**src/rtl/adder_arbiter_pkg.sv**
```systemverilog
// Shared constants and types for the shared-adder arbiter and its pipeline users.
package adder_arbiter_pkg;

  localparam int WIDTH_DEF = 32;

  // Requester slots as wired by the pipeline top
  localparam int REQ_PC4 = 0;
  localparam int REQ_BR  = 1;
  localparam int REQ_AGU = 2;

  typedef enum logic {
    BUF_EMPTY = 1'b0,
    BUF_FULL  = 1'b1
  } buf_state_e;

endpackage

```
**src/rtl/adder_arbiter_rr_arbiter.sv**
```systemverilog
// Combinational round-robin picker: first set request at or after ptr, wrapping.
module rr_arbiter #(
  parameter int NUM_REQ = 3,
  parameter int IDX_W   = $clog2(NUM_REQ)
) (
  input  logic [NUM_REQ-1:0] req,
  input  logic [IDX_W-1:0]   ptr,
  input  logic               en,
  output logic [NUM_REQ-1:0] gnt,
  output logic [IDX_W-1:0]   gnt_idx,
  output logic               gnt_any
);

  logic [IDX_W-1:0] cand;

  always_comb begin
    gnt     = '0;
    gnt_idx = '0;
    gnt_any = 1'b0;
    cand    = '0;
    if (en) begin
      for (int k = 0; k < NUM_REQ; k++) begin
        cand = IDX_W'((int'(ptr) + k) % NUM_REQ);
        if (!gnt_any && req[cand]) begin
          gnt_any   = 1'b1;
          gnt_idx   = cand;
          gnt[cand] = 1'b1;
        end
      end
    end
  end

endmodule

```
**src/rtl/adder_arbiter.sv**
```systemverilog
// Shares one external adder among NUM_REQ requesters; one-entry result buffer.
//   state     | meaning
//   BUF_EMPTY | no result held, rsp_valid=0, may accept a request
//   BUF_FULL  | result held, rsp_valid=1, accepts only when rsp_ready
module adder_arbiter
  import adder_arbiter_pkg::*;
#(
  parameter int NUM_REQ = 3,
  parameter int WIDTH   = WIDTH_DEF,
  parameter int ID_W    = 2
) (
  input  logic                     clk,
  input  logic                     rst_n,
  input  logic [NUM_REQ-1:0]       req_valid,
  output logic [NUM_REQ-1:0]       req_ready,
  input  logic [NUM_REQ*WIDTH-1:0] req_a,
  input  logic [NUM_REQ*WIDTH-1:0] req_b,
  output logic [WIDTH-1:0]         add_a,
  output logic [WIDTH-1:0]         add_b,
  input  logic [WIDTH-1:0]         add_sum,
  output logic                     rsp_valid,
  input  logic                     rsp_ready,
  output logic [WIDTH-1:0]         rsp_sum,
  output logic [ID_W-1:0]          rsp_id
);

  localparam int IDX_W = $clog2(NUM_REQ);

  generate
    if (NUM_REQ < 2 || NUM_REQ > 8 || ID_W < IDX_W) begin : g_param_err
      $error("adder_arbiter: NUM_REQ must be 2..8 and ID_W >= clog2(NUM_REQ)");
    end
  endgenerate

  buf_state_e       state_q, state_d;
  logic [WIDTH-1:0] sum_q, sum_d;
  logic [ID_W-1:0]  id_q, id_d;
  logic [IDX_W-1:0] ptr_q, ptr_d;

  logic               can_accept;
  logic [NUM_REQ-1:0] gnt;
  logic [IDX_W-1:0]   gnt_idx;
  logic               gnt_any;
  logic [WIDTH-1:0]   a_arr [NUM_REQ];
  logic [WIDTH-1:0]   b_arr [NUM_REQ];

  for (genvar i = 0; i < NUM_REQ; i++) begin : g_unpack
    assign a_arr[i] = req_a[i*WIDTH +: WIDTH];
    assign b_arr[i] = req_b[i*WIDTH +: WIDTH];
  end

  // Gating with rst_n keeps req_ready low for the whole reset window
  assign can_accept = rst_n & ((state_q == BUF_EMPTY) | rsp_ready);

  rr_arbiter #(.NUM_REQ(NUM_REQ), .IDX_W(IDX_W)) u_rr_arbiter (
    .req     (req_valid),
    .ptr     (ptr_q),
    .en      (can_accept),
    .gnt     (gnt),
    .gnt_idx (gnt_idx),
    .gnt_any (gnt_any)
  );

  assign req_ready = gnt;

  always_comb begin
    add_a = '0;
    add_b = '0;
    if (gnt_any) begin
      add_a = a_arr[gnt_idx];
      add_b = b_arr[gnt_idx];
    end
  end

  always_comb begin
    state_d = state_q;
    sum_d   = sum_q;
    id_d    = id_q;
    ptr_d   = ptr_q;
    if (gnt_any) begin
      state_d = BUF_FULL;
      sum_d   = add_sum;
      id_d    = ID_W'(gnt_idx);
      ptr_d   = (gnt_idx == IDX_W'(NUM_REQ - 1)) ? '0 : gnt_idx + 1'b1;
    end else if (state_q == BUF_FULL && rsp_ready) begin
      state_d = BUF_EMPTY;
    end
  end

  always_ff @(posedge clk) begin
    if (!rst_n) begin
      state_q <= BUF_EMPTY;
      sum_q   <= '0;
      id_q    <= '0;
      ptr_q   <= '0;
    end else begin
      state_q <= state_d;
      sum_q   <= sum_d;
      id_q    <= id_d;
      ptr_q   <= ptr_d;
    end
  end

  assign rsp_valid = (state_q == BUF_FULL);
  assign rsp_sum   = sum_q;
  assign rsp_id    = id_q;

endmodule

```
**config.mk**
```make
export PLATFORM = sky130hd
export DESIGN_NAME = adder_arbiter
export DESIGN_NICKNAME = d
export VERILOG_FILES = /design/src/rtl/adder_arbiter_pkg.sv /design/src/rtl/adder_arbiter_rr_arbiter.sv /design/src/rtl/adder_arbiter.sv
export SDC_FILE = /design/constraint.sdc
export NUM_CORES = 1
export LEC_CHECK = 0
export BUFFER_PORTS_ARGS = -buffer_cell sky130_fd_sc_hd__buf_4
export CORE_AREA = 10 10 121 123
export CTS_BUF_LIST = sky130_fd_sc_hd__clkbuf_4 sky130_fd_sc_hd__clkbuf_8
export CTS_CLUSTER_DIAMETER = 120
export DETAILED_ROUTE_END_ITERATION = 6
export DIE_AREA = 0 0 131 133
export GPL_ROUTABILITY_DRIVEN = 0
export PLACE_DENSITY_LB_ADDON = 0.1
export RECOVER_POWER = 25
export SETUP_SLACK_MARGIN = 0.05
export SYNTH_ARGS = -nofsm -noshare
export SYNTH_HDL_FRONTEND = slang
export SYNTH_SLANG_ARGS = --single-unit
export TNS_END_PERCENT = 20
```
**constraint.sdc**
```tcl
create_clock -name clk -period 3.2 [get_ports clk]
set_clock_uncertainty 0.2 [all_clocks]
set_input_delay 0.64 -clock clk [delete_from_list [all_inputs] [get_ports clk]]
set_output_delay 0.64 -clock clk [all_outputs]
set_load 0.005 [all_outputs]
```
==> results of run 1 <==
## cells by family (layout without fill, tap and decap cells)
family / count (synthesis) / in the layout / synth area share
and+or+nand+nor: 196 / 196 / 0.246
AOI/OAI and AO/OA: 152 / 152 / 0.420
adders and majority gates: 5 / 5 / 0.0181
DFF: 37 / 37 / 0.219
buffers and inverters: 50 / 385 / 0.0967
## area by class of cell
type / count / area, µm²
Fill cell: 1152 / 5790
Timing Repair Buffer: 372 / 3100
Multi-Input combinational cell: 353 / 2390
Sequential cell: 37 / 748
Tap cell: 172 / 215
Clock buffer: 6 / 82.6
Inverter: 6 / 25.0
Clock inverter: 1 / 7.51
## state kept, by name (all words and copies together) (netlist names)
signal / cells
rsp_sum: 32
ptr_q: 2
rsp_id: 2
rsp_valid: 1
## critical path, cell delays in order, from the launching register on
cell,delay [ps]
dfxtp_4,380
inv_4,40
ha_4,160
or2_1,230
o2111a_1,260
and4b_4,360
buf_6,120
buf_12,120
buf_16,120
a22oi_2,80
a21oi_2,130
buf_4,130
## cells in the mapped netlist (4+ instances only)
cell / number
dfxtp_1: 37
a21oi_1: 5
o22ai_1: 14
clkbuf_1: 11
o21ai_1: 8
a22oi_2: 50
o21ai_0: 9
nand2_1: 74
buf_12: 5
inv_1: 6
nor2b_1: 4
nand3_1: 36
nor2_1: 69
buf_2: 17
a21oi_2: 50
buf_4: 8
ha_1: 4
## what timing repair did
item                       CTS  global route
setup buffers               10             1
resized for setup           30             6
setup endpoints to repair   65            65
pin swaps                   88            19
hold buffers                 0             0
gates cloned                10             0
## through the flow
stage / setup WS, ps / total power [µW] / hold WS (ps) / instances / instance area, µm²
finish: -74.3 / 2190 / 253 / 947 / 6570
global route: -192 / 2330 / 268 / 947 / 6570
floorplan: 414 / 1090 / 250 / 440 / 3390
detailed placement: 144 / 1710 / 246 / 920 / 6040
CTS: -102 / 2240 / 258 / 947 / 6620
global placement: 166 / 1690 / 243 / 920 / 6040
## placed cells by master, fill, tap and decap left out, types with 2 or more instances in the layout
| master | instances |
|---|---|
| ha_1 | 2 |
| a21oi_2 | 51 |
| o21ai_1 | 11 |
| clkbuf_8 | 6 |
| buf_12 | 12 |
| dfxtp_1 | 35 |
| ha_4 | 2 |
| buf_16 | 6 |
| inv_1 | 4 |
| dfxtp_4 | 2 |
| nor2_1 | 69 |
| bufbuf_16 | 2 |
| nand2_1 | 74 |
| and2_1 | 2 |
| o21ai_0 | 5 |
| buf_6 | 5 |
| a22oi_2 | 50 |
| a21oi_1 | 4 |
| a22oi_1 | 2 |
| nor2b_1 | 3 |
| buf_4 | 328 |
| clkbuf_1 | 10 |
| clkbuf_4 | 8 |
| o22ai_1 | 14 |
| nand3_1 | 36 |
## power groups by stage
stage	clock (µW)	combinational (µW)	sequential [µW]
after floorplan	0	529	564
after global placement	0	1140	558
after detailed placement	0	1150	560
after CTS	359	1330	554
after global routing	372	1400	561
final	342	1290	554
## layer usage
layer,up-vias,global-route usage,wire (µm)
met5,-,0,0
met4,0,0.0667,468
met3,28,0.0607,1880
met2,247,0.380,10000
met1,2097,0.217,7030
li1,2234,-,-
## worst paths after layout
check                    from          end  slack [ps]  depth (start not counted)
setup / recovery     ptr_q[0]    add_a[19]         -70                         11
hold / removal    rsp_sum[25]  rsp_sum[25]         250                          2
setup reg to reg     ptr_q[0]  rsp_sum[16]         930                         10
hold reg to reg   rsp_sum[25]  rsp_sum[25]         250                          2
==> flow_metrics.tcl, run 1 <==
set metrics [dict create \
    pwr-share-clk 0.156 \
    synthFlopType "dfxtp_1" \
    grtUsageTotal 0.207 \
    netlist_area_um2 3390 \
    cts_sinks 37 \
    post-dp-hpwl_mm 14.8 \
    routed_wl_mm 19.4 \
    avgViaCountPerCell 4.86 \
    worst_pin_slew_ps 434 \
    avgSynthCellArea_um2 7.70 \
    wire_per_inst_um 20.5 \
    p_comb_frac 0.591 \
    chipWidth_um 131 \
    syn-num-nets 674 \
    hold_violations 0 \
    layout.nets 1009 \
    drv_cap 0 \
    row_count 41 \
    vias 4606 \
    critPathCaptureType "output pin" \
    synth_top_area_share 0.219 \
    yosysWarningCount 0 \
    cts_tree "built" \
    internal_power_uw 1430 \
    grt_setup_unrepaired "yes" \
    grt_pass1_vias 4775 \
    switching_share 0.346 \
    max_freq_ghz 0.305 \
    insertion_delay_ps 290 \
    numPortBuffers 331 \
    syn_inst 440 \
    seqPwrFrac 0.253 \
    outcome "complete, but fails checks" \
    cp_max_fo 6 \
    final_core_util 0.531 \
    grt-ovfl-total 0 \
    synthTopCellsByArea "dfxtp_1 22%, a22oi_2 18%, a21oi_2 13%, nand2_1 8.2%, nor2_1 7.6%" \
    setup_ws_ps -74.3 \
    setup_viol 36 \
    drt_iter0_drc 136 \
    violations "negative setup slack" \
    setup_tns_ps -1530 \
    p_sw_uw 758 \
    synth_edf_count 0 \
    clk_root_buffer_cell "clkbuf_8" \
    drc 0 \
    startpoint_type "register" \
    ant_nets 0 \
    area_growth_pct 93.8 \
    ios 332 \
    drive_above_1_share 0.631 \
    grt_max_degree 37 \
    clock_tree.buffer_depth 2 \
    numCtsBuffers 5 \
    dieArea_um2 17400 \
    post-route-period-util 1.02 \
    num_antenna_cells 0 \
    slew_viol_final 0 \
    synth_top_cell_by_area "dfxtp_1" \
    ir_worst_vdd_v 0.000302 \
    die_y_um 133 \
    powerDensity_nw_per_um2 333 \
    coreArea_um2 12400 \
    min_period_ps 3270 \
    leakagePower_uw 0.00311 \
    ys_ff_latch 37 \
    antenna_found_initial 0 \
    initial_core_util 0.274 \
    async_reset_ff_frac 0 \
    grt_pass1_wl_mm 28.1 \
    yosysSeqAreaShare 0.219 \
    hp-class "reg2reg" \
    worst-setup-path-type "reg2out" \
    synth_cell_types 45 \
    dr.pass1.iters 5 \
    worst-endpoint-arrival_ps 2430 \
    cts.clk_slew.worst_paths_ps 70 \
    htree_levels 2 \
    relSlewSlack 0.711 \
    cp.required_ps 2360 \
]
Power figures use the tool's default switching activity.
==> run 2, diff against run 1 <==
--- a/config.mk
+++ b/config.mk
@@ -15,6 +15,7 @@
 export PLACE_DENSITY_LB_ADDON = 0.1
 export RECOVER_POWER = 25
 export SETUP_SLACK_MARGIN = 0.05
+export SKIP_CTS_REPAIR_TIMING = 1
 export SYNTH_ARGS = -nofsm -noshare
 export SYNTH_HDL_FRONTEND = slang
 export SYNTH_SLANG_ARGS = --single-unit
==> flow_metrics.tcl, run 2 (same netlist as run 1, synthesis figures left out) <==
set metrics [dict create \
    setup_tns_ps -3040 \
    switching_share 0.351 \
    wire_per_inst_um 20.9 \
    area_growth_pct 96.3 \
    routed_wl_mm 19.9 \
    drv_cap 0 \
    drt_iter0_drc 182 \
    layout.nets 1015 \
    row_count 41 \
    largest_register_ffs 32 \
    powerDensity_nw_per_um2 329 \
    r2r_end "ptr_q[1]" \
    relSlewSlack 0.735 \
    max_stage_delay_ps 360 \
    grt_pass1_wl_mm 25.8 \
    ant_nets 0 \
    post-dp-hpwl_mm 14.8 \
    outcome "complete, but fails checks" \
    reg2regPathDepth 10 \
    avgViaCountPerCell 4.93 \
    min_period_ps 3300 \
    die_y_um 133 \
    drc 0 \
    slew_viol_final 0 \
    worst-endpoint-arrival_ps 2460 \
    holdPathEnd "rsp_sum[25]" \
    cts.clk_slew.worst_paths_ps 70 \
    htree_levels 2 \
    num_antenna_cells 0 \
    postPlaceCellArea_um2 6040 \
    pwr-share-clk 0.156 \
    numPortBuffers 331 \
    grtUsageTotal 0.188 \
    internal_power_uw 1420 \
    p_sw_uw 769 \
    seqPwrFrac 0.252 \
    grt_pass1_vias 4498 \
    hp-start "rsp_sum[25]" \
    dr.pass1.iters 4 \
    initial_core_util 0.274 \
    drive_above_1_share 0.654 \
    critPathCaptureType "output pin" \
    numCtsBuffers 5 \
    critPathMostFrequentCell "buf_12" \
    cts_tree "built" \
    antenna_found_initial 0 \
    hold_depth 2 \
    hp-class "reg2reg" \
    insertion_delay_ps 290 \
    ir_worst_vdd_v 0.000304 \
    chipWidth_um 131 \
    violations "negative setup slack" \
    p_comb_frac 0.592 \
    grt-ovfl-total 0 \
    design_area_um2 6650 \
    mostFrequentLayoutCells "332 x buf_4, 74 x nand2_1, 63 x nor2_1" \
    startpoint_type "register" \
    hold_violations 0 \
    clock_tree.buffer_depth 2 \
    grt_setup_unrepaired "yes" \
    setup_viol 51 \
    ios 332 \
    clk_root_buffer_cell "clkbuf_8" \
    coreArea_um2 12400 \
    whs_ps 253 \
    timing.rr.start "ptr_q[1]" \
    layout_commonest_cell "buf_4" \
    worst_pin_slew_ps 397 \
    setup_ws_ps -95.2 \
    grt_max_degree 62 \
    leakagePower_uw 0.00314 \
    vias 4694 \
    max_freq_ghz 0.303 \
    cp.required_ps 2360 \
    rrSetupSlack_ps 850 \
    post-route-period-util 1.03 \
    crit_chain "buf_12, ha_4, or2_1, o2111a_1, and4b_4, buf_12, buf_6, a22oi_2, a21oi_2, buf_4" \
    worst-setup-path-type "reg2out" \
    crit_slowest_cell "dfxtp_4" \
    cts_sinks 37 \
    dieArea_um2 17400 \
    cp_max_fo 6 \
]
## run 2: power by group through the flow
stage          clock [µW]  sequential [µW]  combinational [µW]
2_1_floorplan           0              564                 529
3_3_place_gp            0              558                1140
4_1_cts               359              552                1150
5_1_grt               372              560                1400
6_report              342              552                1300
3_5_place_dp            0              560                1150
## run 2: stage by stage
stage	utilization	instances	setup WS, ps	power [µW]
floorplan	-	440	414	1090
global placement	0.489	920	166	1690
detailed placement	0.489	920	144	1710
CTS	0.496	927	-202	2060
global route	0.538	953	-186	2330
finish	0.538	953	-95.2	2190
## run 2: how the worst max path moves through the flow
stage / startpoint / to / cells after the start
global placement: ptr_q[0] / add_b[13] / 10
detailed placement: ptr_q[0] / add_b[13] / 10
CTS: ptr_q[0] / add_b[13] / 10
floorplan: ptr_q[0] / add_a[10] / 10
finish: ptr_q[1] / add_b[17] / 10
global route: ptr_q[1] / add_a[29] / 11
## run 2: final cells by class
type / instances / area [µm²]
inverter: 6 / 22.5
clock buffer: 6 / 82.6
timing repair buffer: 378 / 3140
tap: 172 / 215
clock inverter: 1 / 7.51
fill: 1140 / 5710
sequential: 37 / 748
multi-input combinational: 353 / 2440
## run 2: critical path, delay by kind of cell (launching register included)
kind	cells	cell delay (ps)
fa+ha+maj	1	160
simple gates	2	570
buf+inv	4	550
compound gates	3	510
flops	1	360
## run 2: metal layers
metal	global-route usage	vias to the layer above	routed length, µm
met5	0	-	0
met4	0.0482	0	305
met3	0.0599	18	1730
met2	0.351	240	10300
met1	0.194	2191	7560
li1	-	2245	-
==> run 3, diff against run 2 <==
--- a/config.mk
+++ b/config.mk
@@ -6,11 +6,11 @@
 export NUM_CORES = 1
 export LEC_CHECK = 0
 export BUFFER_PORTS_ARGS = -buffer_cell sky130_fd_sc_hd__buf_4
-export CORE_AREA = 10 10 121 123
+export CORE_AREA = 10 10 122 124
 export CTS_BUF_LIST = sky130_fd_sc_hd__clkbuf_4 sky130_fd_sc_hd__clkbuf_8
 export CTS_CLUSTER_DIAMETER = 120
 export DETAILED_ROUTE_END_ITERATION = 6
-export DIE_AREA = 0 0 131 133
+export DIE_AREA = 0 0 132 134
 export GPL_ROUTABILITY_DRIVEN = 0
 export PLACE_DENSITY_LB_ADDON = 0.1
 export RECOVER_POWER = 25
==> flow_metrics.tcl, run 3 (same netlist as run 1, synthesis figures left out) <==
set metrics [dict create \
    cts_tree "built" \
    chipWidth_um 132 \
    critPathCaptureType "output pin" \
    grt_pass1_vias 4593 \
    cts.clk_slew.worst_paths_ps 70 \
    drv_cap 0 \
    ant_nets 0 \
    relSlewSlack 0.666 \
    postPlaceCellArea_um2 6120 \
    grt_setup_unrepaired "yes" \
    violations "negative setup slack" \
    numCtsBuffers 5 \
    layout_commonest_cell "buf_4" \
    design_area_um2 6640 \
    worst-endpoint-arrival_ps 2430 \
    min_period_ps 3270 \
    setup_ws_ps -73.8 \
    grt-ovfl-total 0 \
    leakagePower_uw 0.00313 \
    htree_levels 2 \
    area_growth_pct 95.8 \
    cp_max_fo 8 \
    cts_sinks 37 \
    mostFrequentLayoutCells "339 x buf_4, 73 x nand2_1, 66 x nor2_1" \
    grt_max_degree 51 \
    antenna_found_initial 0 \
    worst_pin_slew_ps 500 \
    die_y_um 134 \
    powerDensity_nw_per_um2 338 \
    post-route-period-util 1.02 \
    largest_register_ffs 32 \
    setup_viol 44 \
    wire_per_inst_um 21.0 \
    slew_viol_final 0 \
    layout.nets 1021 \
    drt_iter0_drc 248 \
    drive_above_1_share 0.635 \
    setup_tns_ps -1650 \
    grtUsageTotal 0.198 \
    grt_pass1_wl_mm 27.8 \
    avgViaCountPerCell 4.87 \
    vias 4673 \
    drc 0 \
    outcome "complete, but fails checks" \
    startpoint_type "register" \
    ios 332 \
    dr.pass1.iters 5 \
    post-dp-hpwl_mm 15.8 \
    initial_core_util 0.272 \
    worst-setup-path-type "reg2out" \
    cp.required_ps 2360 \
    row_count 41 \
    max_freq_ghz 0.305 \
    dp.cells 930 \
    insertion_delay_ps 290 \
    routed_wl_mm 20.2 \
    num_antenna_cells 0 \
    clock_tree.buffer_depth 2 \
    numPortBuffers 331 \
    coreArea_um2 12500 \
    hold_violations 0 \
    ir_worst_vdd_v 0.000284 \
    dieArea_um2 17700 \
    clk_root_buffer_cell "clkbuf_8" \
    final_cells 960 \
    hp-class "reg2reg" \
]
[run 3: changes by cell type in the layout (fill, tap and decap cells not counted), moves of 2 or more]
cell and change:
nor2_1 +3, clkbuf_16 -2, o21ai_1 +8, buf_16 +2, o21ai_2 -9, buf_4 +7, clkbuf_4 -6, nor2_2 -3
buf_12 -2, clkbuf_1 +7
[run 3: path summary, 6_finish.rpt]
| path | depth (start not counted) | slack [ps] | end | startpoint |
|---|---|---|---|---|
| max | 10 | -70 | add_b[4] | ptr_q[0] |
| min | 2 | 260 | rsp_sum[30] | rsp_sum[30] |
| max reg2reg | 9 | 750 | rsp_sum[24] | ptr_q[0] |
| min reg2reg | 2 | 260 | rsp_sum[30] | rsp_sum[30] |
[run 3: critical path, stage by stage (launching register included)]
cell and delay [ps]:
dfxtp_4 380, inv_4 50, ha_4 170, or2_1 250, o2111a_1 260, and4b_4 360, buf_12 150, clkbuf_16 170
a22oi_2 80, a21oi_2 120, buf_4 130
[run 3: area by class of cell]
class                           count  area [µm²]
Fill cell                        1217        5830
Timing Repair Buffer              384        3130
Multi-Input combinational cell    353        2400
Sequential cell                    37         748
Tap cell                          172         215
Clock buffer                        5        68.8
Clock inverter                      3        46.3
Inverter                            6        25.0
[run 3: metrics by stage]
step / setup slack, ps / hold WS [ps] / util / total power [µW]
after CTS: -241 / 260 / 0.500 / 2160
final: -73.8 / 255 / 0.532 / 2250
after global placement: 144 / 242 / 0.491 / 1720
after floorplan: 414 / 250 / - / 1090
after detailed placement: 106 / 246 / 0.491 / 1740
after global routing: -175 / 270 / 0.532 / 2390
[run 3: layer usage]
layer	vias up	wire length, µm	global-route usage
li1	2264	-	-
met4	0	291	0.0470
met5	-	0	0
met2	237	10400	0.365
met3	17	1830	0.0687
met1	2155	7600	0.212
[run 3: power breakdown]
group          internal, µW  switching [µW]  total (µW)
logic                   721             558        1280
registers               520            33.7         554
clock network           233             180         413
total                  1470             772        2250
